**src/rtl/bus_pkg.sv**
```systemverilog
// Shared bus definitions for the cache fill unit: request tag layout,
// memory type / direction constants, the controller state encoding and a tag builder.
package bus_pkg;

  localparam int TAG_W      = 13;
  localparam int TAG_RW_BIT = 12;
  localparam int TAG_MT_HI  = 11;
  localparam int TAG_MT_LO  = 8;

  localparam logic [3:0] MEMORY_TYPE = 4'b0001;
  localparam logic       RW_READ     = 1'b1;
  localparam logic       RW_WRITE    = 1'b0;

  typedef enum logic [2:0] {
    IDLE,
    WB_ADDR,
    WB_DATA,
    RD_ADDR,
    RD_DATA,
    DONE
  } fill_state_e;

  // Tag = {rw, MEMORY_TYPE, 8'h00}.
  function automatic logic [TAG_W-1:0] make_tag(input logic rw);
    logic [TAG_W-1:0] tag;
    tag                      = '0;
    tag[TAG_RW_BIT]          = rw;
    tag[TAG_MT_HI:TAG_MT_LO] = MEMORY_TYPE;
    return tag;
  endfunction

endpackage

```
**src/rtl/cache_fill_unit.sv**
```systemverilog
// Cache line fill / writeback controller: serialises dirty lines onto the
// bus arbiter and assembles read response beats into a full cache line.
module cache_fill_unit
  import bus_pkg::*;
#(
  parameter int WIDTH     = 64,
  parameter int TAG_WIDTH = 13,
  parameter int BEATS     = 8
) (
  input  logic                   clk,
  input  logic                   reset,
  input  logic                   miss_req,
  input  logic [WIDTH-1:0]       miss_addr,
  input  logic                   wb_req,
  input  logic [WIDTH-1:0]       wb_addr,
  input  logic [WIDTH*BEATS-1:0] wb_line,
  output logic                   fill_valid,
  output logic [WIDTH*BEATS-1:0] fill_line,
  output logic                   wb_done,
  output logic                   busy,
  output logic [WIDTH-1:0]       req,
  output logic [TAG_WIDTH-1:0]   reqtag,
  output logic                   reqcyc,
  input  logic                   reqack,
  input  logic [WIDTH-1:0]       resp,
  input  logic                   respcyc,
  output logic                   respack
);

  localparam int               CNT_W     = (BEATS > 1) ? $clog2(BEATS) : 1;
  localparam logic [CNT_W-1:0] LAST_BEAT = CNT_W'(BEATS - 1);

  fill_state_e                  state_q, state_d;
  logic [CNT_W-1:0]             cnt_q, cnt_d;
  logic [WIDTH-1:0]             addr_q, addr_d;
  logic [BEATS-1:0][WIDTH-1:0]  wb_beats_q, wb_beats_d;
  logic [BEATS-1:0][WIDTH-1:0]  fill_beats_q, fill_beats_d;
  logic                         is_wb_q, is_wb_d;

  // NOTE: state registers use non-blocking assignments so every flop samples
  // the pre-edge value; blocking here would create ordering-dependent races.
  always_ff @(posedge clk) begin
    if (reset) begin
      state_q      <= IDLE;
      cnt_q        <= '0;
      addr_q       <= '0;
      wb_beats_q   <= '0;
      fill_beats_q <= '0;
      is_wb_q      <= 1'b0;
    end else begin
      state_q      <= state_d;
      cnt_q        <= cnt_d;
      addr_q       <= addr_d;
      wb_beats_q   <= wb_beats_d;
      fill_beats_q <= fill_beats_d;
      is_wb_q      <= is_wb_d;
    end
  end

  // NOTE: every signal written below gets a default first, so no path through
  // the case statement can leave one unassigned and infer a latch.
  always_comb begin
    state_d      = state_q;
    cnt_d        = cnt_q;
    addr_d       = addr_q;
    wb_beats_d   = wb_beats_q;
    fill_beats_d = fill_beats_q;
    is_wb_d      = is_wb_q;
    req          = '0;
    reqtag       = '0;
    reqcyc       = 1'b0;
    respack      = 1'b0;
    fill_valid   = 1'b0;
    wb_done      = 1'b0;

    unique case (state_q)
      IDLE: begin
        // Writeback wins so the dirty victim leaves before its slot is refilled.
        if (wb_req) begin
          state_d    = WB_ADDR;
          addr_d     = wb_addr;
          wb_beats_d = wb_line;
          is_wb_d    = 1'b1;
          cnt_d      = '0;
        end else if (miss_req) begin
          state_d = RD_ADDR;
          addr_d  = miss_addr;
          is_wb_d = 1'b0;
          cnt_d   = '0;
        end
      end

      WB_ADDR: begin
        reqcyc = 1'b1;
        req    = addr_q;
        reqtag = TAG_WIDTH'(make_tag(RW_WRITE));
        if (reqack) begin
          state_d = WB_DATA;
          cnt_d   = '0;
        end
      end

      WB_DATA: begin
        reqcyc = 1'b1;
        req    = wb_beats_q[cnt_q];
        reqtag = TAG_WIDTH'(make_tag(RW_WRITE));
        if (reqack) begin
          if (cnt_q == LAST_BEAT) begin
            state_d = DONE;
            cnt_d   = '0;
          end else begin
            cnt_d = cnt_q + 1'b1;
          end
        end
      end

      RD_ADDR: begin
        reqcyc = 1'b1;
        req    = addr_q;
        reqtag = TAG_WIDTH'(make_tag(RW_READ));
        if (reqack) begin
          state_d = RD_DATA;
          cnt_d   = '0;
        end
      end

      RD_DATA: begin
        respack = respcyc;
        if (respcyc) begin
          fill_beats_d[cnt_q] = resp;
          if (cnt_q == LAST_BEAT) begin
            state_d = DONE;
            cnt_d   = '0;
          end else begin
            cnt_d = cnt_q + 1'b1;
          end
        end
      end

      DONE: begin
        fill_valid = ~is_wb_q;
        wb_done    = is_wb_q;
        state_d    = IDLE;
      end

      default: state_d = IDLE;
    endcase
  end

  assign busy      = (state_q != IDLE);
  assign fill_line = fill_beats_q;

endmodule

```
**config.mk**
```make
export PLATFORM = sky130hd
export DESIGN_NAME = cache_fill_unit
export DESIGN_NICKNAME = d
export VERILOG_FILES = /design/src/rtl/bus_pkg.sv /design/src/rtl/cache_fill_unit.sv
export SDC_FILE = /design/constraint.sdc
export NUM_CORES = 2
export LEC_CHECK = 0
export CORE_AREA = 2 2 509 511
export CTS_BUF_LIST = sky130_fd_sc_hd__clkbuf_8
export DETAILED_ROUTE_END_ITERATION = 16
export DIE_AREA = 0 0 511 513
export SLEW_MARGIN = 20
export SYNTH_ARGS = -nofsm -noshare
export SYNTH_HDL_FRONTEND = slang
export SYNTH_SLANG_ARGS = --single-unit
```
**constraint.sdc**
```tcl
create_clock -name clk -period 2 [get_ports clk]
set_clock_uncertainty 0.05 [all_clocks]
set_input_delay 0.3 -clock clk [delete_from_list [all_inputs] [get_ports clk]]
set_output_delay 0.3 -clock clk [all_outputs]
set_load 0.05 [all_outputs]
```
==> run metrics <==
library cell with the largest summed area after synthesis=sky130_fd_sc_hd__dfxtp_1; final setup violation count=1,098; overall via count from detail_route=49,537; count of antenna-violating nets left after detailed routing=0; Cell Pwr Density=752.5 nW/um^2; TritonCTS clock tree=built; mux share of post-synthesis cell area=5.628%; number of placement rows=186; cts bufs inserted=195; routed length per instance=22.85 microns; compound-cell area share of the yosys netlist=17.28%; Crit path max-delay family=buffers and inverters; leakage power summed over all cells=29.27 nW; initial antenna violation count=35; Detailed Place HPWL=188.0 mm; min setup slack post-route=-1.259 ns; outcome=complete, but fails checks; clock input transition at the sequential cells of the worst setup and hold paths=0.06 ns; cell types occupying the most area after synthesis=sky130_fd_sc_hd__dfxtp_1, sky130_fd_sc_hd__nand2_1, sky130_fd_sc_hd__a21oi_1; xor/xnor cell area share of the yosys netlist=0.02004%; worst setup timing slack at the placement stage=-0.4695 ns; Req. time, crit path=1.65 ns; share of final-layout standard cells stronger than drive strength 1=25.01%; Initial Utilization=17.06%; share of async-settable or async-resettable flops after synthesis=0%; fraction of the mapped netlist area in adder cells=0.05725%; maximum clock path buffer count=4; type of the worst setup path=reg -> out; Max Cap Violations=0; DRC viols=0; RSZ-0062 raised after global routing=true; hold path depth=3; portion of the post-synthesis area used by sequential elements=50.15%; First-pass DRT Iterations=6; largest net degree at the start of global routing=122; worst IR drop on VDD=445.4 uV; Total Negative Setup Slacks=-290.52 ns; type of element launching the critical path=flop; via count of the first global-routing pass=48,659; vias per cell=4.422; area of the core=256,200 sq um; slew at the pin closest to its max-slew limit=0.7163 ns; Layout Nets=8,373; shortest period the worst path allows=3.259 ns; Syn Inst Count=5,420; share of the clock period used by the worst path=162.9%; type of element capturing the critical path=output port; fraction of synthesized cell area taken by the top area cell type=50.15%; synthesized area divided by synthesized cell count=8.064 sq um; largest family of logic cells by synthesized area=simple AND/OR/NAND/NOR gates; wire length of the first global-routing pass=345.8 mm; die span in x=511 microns; critical path data arrival time=2.91 ns; slowest stage cell on the critical path=sky130_fd_sc_hd__o211ai_1; CTS Root Cell=sky130_fd_sc_hd__clkbuf_8; leading register cell type out of synthesis=sky130_fd_sc_hd__dfxtp_1; Buf/Inv on CP=5; number of synthesized register bits=1,095; violated checks=negative setup slack; number of enable-type register cells in the synthesized netlist=0; cell area after synthesis=43,710 sq um; Crit path depth=8; worst slew margin relative to its limit=52.10%; Max stage delay on crit path=0.46 ns; number of slew-limit violations in the final report=0; routability cong.=0.8951; type of the worst min-delay path=in -> reg; maximum clock rate=0.3069 GHz; count of input and output buffers=1,292; All-Layer GR Usage=18.17%; top fanout value on the critical path=7; full die area=262,100 sq um; Layout area overhead=74.75%; Congestion Overflow GR=0; Final Hold Vio Count=0; Yosys warning total=0; initial drt markers=4,662; number of sinks on the clock net=1,095; H-tree levels=4; Unique masters post-synth=57; reg2reg path depth=11; clock network latency to the later pin of the worst-skew pair=0.91 ns; overall die height=513 microns; number of ports placed on the die boundary=1,304; simple logic cell fraction of the synthesized area=20.15%; cell chain of the critical path=buf_12, buf_6, nor2_4, buf_6, buf_12, a32oi_1, o211ai_1, clkbuf_16; drt total wl=256.0 mm
registers in the layout (all words and copies together) (netlist names):
name	cells
fill_line	512
wb_beats_q	512
addr_q	64
cnt_q	3
state_q	3
is_wb_q	1
report_power, final:
| part | leakage (nW) | internal [W] | switching, W |
|---|---|---|---|
| Combinational | 18.1 | 0.00581 | 0.00621 |
| Sequential | 8.91 | 0.0229 | 0.000882 |
| Clock | 2.25 | 0.0117 | 0.00991 |
| Total | 29.3 | 0.0405 | 0.0170 |
metrics by stage:
step / cell area (sq um) / hold slack [ns] / power [W] / std cells / utilization, %
final: 76380 / 0.08680 / 0.05748 / 11203 / 29.81
after floorplan: 44100 / 0.3816 / 0.02846 / 5430 / -
after CTS: 74220 / 0.0005327 / 0.05687 / 11110 / 28.97
after global placement: 64120 / 0.3887 / 0.03340 / 10109 / 25.02
after detailed placement: 64120 / 0.3944 / 0.03349 / 10109 / 25.02
after global routing: 76380 / -0.001968 / 0.05959 / 11201 / 29.81
layer usage:
| metal | up-vias | track usage (%) | part of all wire, % |
|---|---|---|---|
| met5 | - | 0 | 0.014 |
| met1 | 23632 | 20.18 | 37 |
| met2 | 2677 | 31.49 | 48 |
| met3 | 652 | 4.038 | 7.4 |
| li1 | 22570 | - | - |
| met4 | 6 | 11.18 | 6.9 |
final cells by class:
| cell class | count | area [sq um] |
|---|---|---|
| multi-input combinational | 3817 | 20740 |
| clock inverter | 102 | 715.7 |
| fill | 26639 | 179800 |
| timing repair buffer | 2546 | 25440 |
| antenna | 19 | 47.55 |
| tap | 3384 | 4234 |
| sequential | 1095 | 21950 |
| clock buffer | 234 | 3221 |
| inverter | 6 | 35.03 |
cells in the final DEF, fill, tap and decap left out, types with 8 or more instances in the layout:
| cell | Yosys | final |
|---|---|---|
| sky130_fd_sc_hd__nand2_1 | 2121 | 2079 |
| sky130_fd_sc_hd__dfxtp_1 | 1095 | 1081 |
| sky130_fd_sc_hd__a21oi_1 | 1045 | 976 |
| sky130_fd_sc_hd__clkdlybuf4s50_1 | 0 | 707 |
| sky130_fd_sc_hd__buf_4 | 75 | 633 |
| sky130_fd_sc_hd__dlygate4sd3_1 | 0 | 590 |
| sky130_fd_sc_hd__buf_2 | 197 | 247 |
| sky130_fd_sc_hd__clkbuf_8 | 0 | 234 |
| sky130_fd_sc_hd__buf_12 | 0 | 190 |
| sky130_fd_sc_hd__buf_6 | 61 | 114 |
| sky130_fd_sc_hd__mux2i_1 | 86 | 82 |
| sky130_fd_sc_hd__nor2_1 | 89 | 79 |
| sky130_fd_sc_hd__a21oi_2 | 0 | 67 |
| sky130_fd_sc_hd__a211oi_1 | 65 | 64 |
| sky130_fd_sc_hd__inv_1 | 3 | 59 |
| sky130_fd_sc_hd__mux4_2 | 40 | 40 |
| sky130_fd_sc_hd__a22oi_2 | 0 | 40 |
| sky130_fd_sc_hd__nand2_2 | 0 | 35 |
| sky130_fd_sc_hd__mux2_4 | 0 | 35 |
| sky130_fd_sc_hd__buf_8 | 0 | 28 |
| sky130_fd_sc_hd__a22oi_1 | 67 | 27 |
| sky130_fd_sc_hd__mux2_2 | 62 | 27 |
| sky130_fd_sc_hd__clkinv_2 | 0 | 23 |
| sky130_fd_sc_hd__clkbuf_16 | 0 | 23 |
| sky130_fd_sc_hd__a221oi_4 | 0 | 20 |
| sky130_fd_sc_hd__diode_2 | 0 | 19 |
| sky130_fd_sc_hd__a221oi_2 | 0 | 18 |
| sky130_fd_sc_hd__nor2_4 | 1 | 13 |
| sky130_fd_sc_hd__buf_16 | 0 | 13 |
| sky130_fd_sc_hd__a221o_2 | 0 | 12 |
| sky130_fd_sc_hd__conb_1 | 1 | 11 |
| sky130_fd_sc_hd__dfxtp_2 | 0 | 10 |
| sky130_fd_sc_hd__nand3_4 | 0 | 9 |
| sky130_fd_sc_hd__o21ai_0 | 25 | 9 |
| sky130_fd_sc_hd__o21ai_1 | 1 | 9 |
| sky130_fd_sc_hd__bufinv_16 | 0 | 9 |
| sky130_fd_sc_hd__nor2b_4 | 0 | 8 |
| sky130_fd_sc_hd__nand3_1 | 9 | 8 |
| sky130_fd_sc_hd__o21ai_2 | 0 | 8 |
| sky130_fd_sc_hd__a22o_1 | 16 | 8 |
worst min-delay path, stage by stage:
cell                              delay, ns
sky130_fd_sc_hd__clkdlybuf4s50_1       0.45
sky130_fd_sc_hd__nand2_4               0.13
sky130_fd_sc_hd__a21oi_2               0.06
logic make-up (layout without fill, tap and decap cells):
family | count (synthesis) | after routing
buffers and inverters | 518 | 2888
adder cells (fa/ha/maj) | 2 | 2
AND/OR/NAND/NOR | 2274 | 2274
flip-flops | 1095 | 1095
AO/OA/AOI/OAI | 1341 | 1341
other | 1 | 30
XOR/XNOR | 1 | 1
multiplexers | 188 | 188
cells in the mapped netlist (3+ instances only):
library cell / n
sky130_fd_sc_hd__nor2_1: 89
sky130_fd_sc_hd__o31ai_1: 10
sky130_fd_sc_hd__o211ai_1: 5
sky130_fd_sc_hd__a32oi_1: 5
sky130_fd_sc_hd__buf_2: 197
sky130_fd_sc_hd__a211oi_1: 65
sky130_fd_sc_hd__nor3_4: 6
sky130_fd_sc_hd__a22oi_1: 67
sky130_fd_sc_hd__a222oi_1: 4
sky130_fd_sc_hd__nor4b_1: 3
sky130_fd_sc_hd__a2bb2oi_1: 3
sky130_fd_sc_hd__a22o_1: 16
sky130_fd_sc_hd__mux2_2: 62
sky130_fd_sc_hd__nand2b_1: 3
sky130_fd_sc_hd__and3_1: 4
sky130_fd_sc_hd__mux4_2: 40
sky130_fd_sc_hd__nor4_1: 3
sky130_fd_sc_hd__buf_4: 75
sky130_fd_sc_hd__a211o_1: 6
sky130_fd_sc_hd__o2bb2ai_1: 3
sky130_fd_sc_hd__clkbuf_1: 164
sky130_fd_sc_hd__mux2i_1: 86
sky130_fd_sc_hd__o221ai_1: 11
sky130_fd_sc_hd__nor2_2: 3
sky130_fd_sc_hd__o21ai_0: 25
sky130_fd_sc_hd__nand3_1: 9
sky130_fd_sc_hd__and2_1: 4
sky130_fd_sc_hd__buf_1: 15
sky130_fd_sc_hd__inv_1: 3
sky130_fd_sc_hd__buf_6: 61
sky130_fd_sc_hd__nand2_1: 2121
sky130_fd_sc_hd__nor2b_1: 9
sky130_fd_sc_hd__dfxtp_1: 1095
sky130_fd_sc_hd__a31o_2: 6
sky130_fd_sc_hd__a221oi_1: 43
sky130_fd_sc_hd__o22ai_1: 4
sky130_fd_sc_hd__a21oi_1: 1045
sky130_fd_sc_hd__a221o_1: 18
sky130_fd_sc_hd__nor3_1: 3
sky130_fd_sc_hd__nand3_2: 8
path summary, 6_finish.rpt:
check | startpoint | endpoint | slack (ns)
setup reg to reg | state_q[0]$_SDFFE_PP0P_ | wb_beats_q[157]$_SDFFE_PP0P_ | -0.47
setup / recovery | cnt_q[1]$_SDFFE_PP0P_ | req[38] | -1.26
hold reg to reg | fill_line[349]$_SDFFE_PP0P_ | fill_line[349]$_SDFFE_PP0P_ | 0.40
hold / removal | wb_line[92] | wb_beats_q[92]$_SDFFE_PP0P_ | 0.09
repair_timing:
| action | 4_1_cts | 5_1_grt |
|---|---|---|
| hold endpoints to repair | 900 | 1 |
| hold buffers | 589 | 1 |
| gates resized for setup | 2903 | 262 |
| cloned | 6 | 21 |
| setup buffers | 73 | 61 |
| pin swaps | 92 | 98 |
| setup endpoints to repair | 1526 | 1150 |
Power figures use the tool's default switching activity.
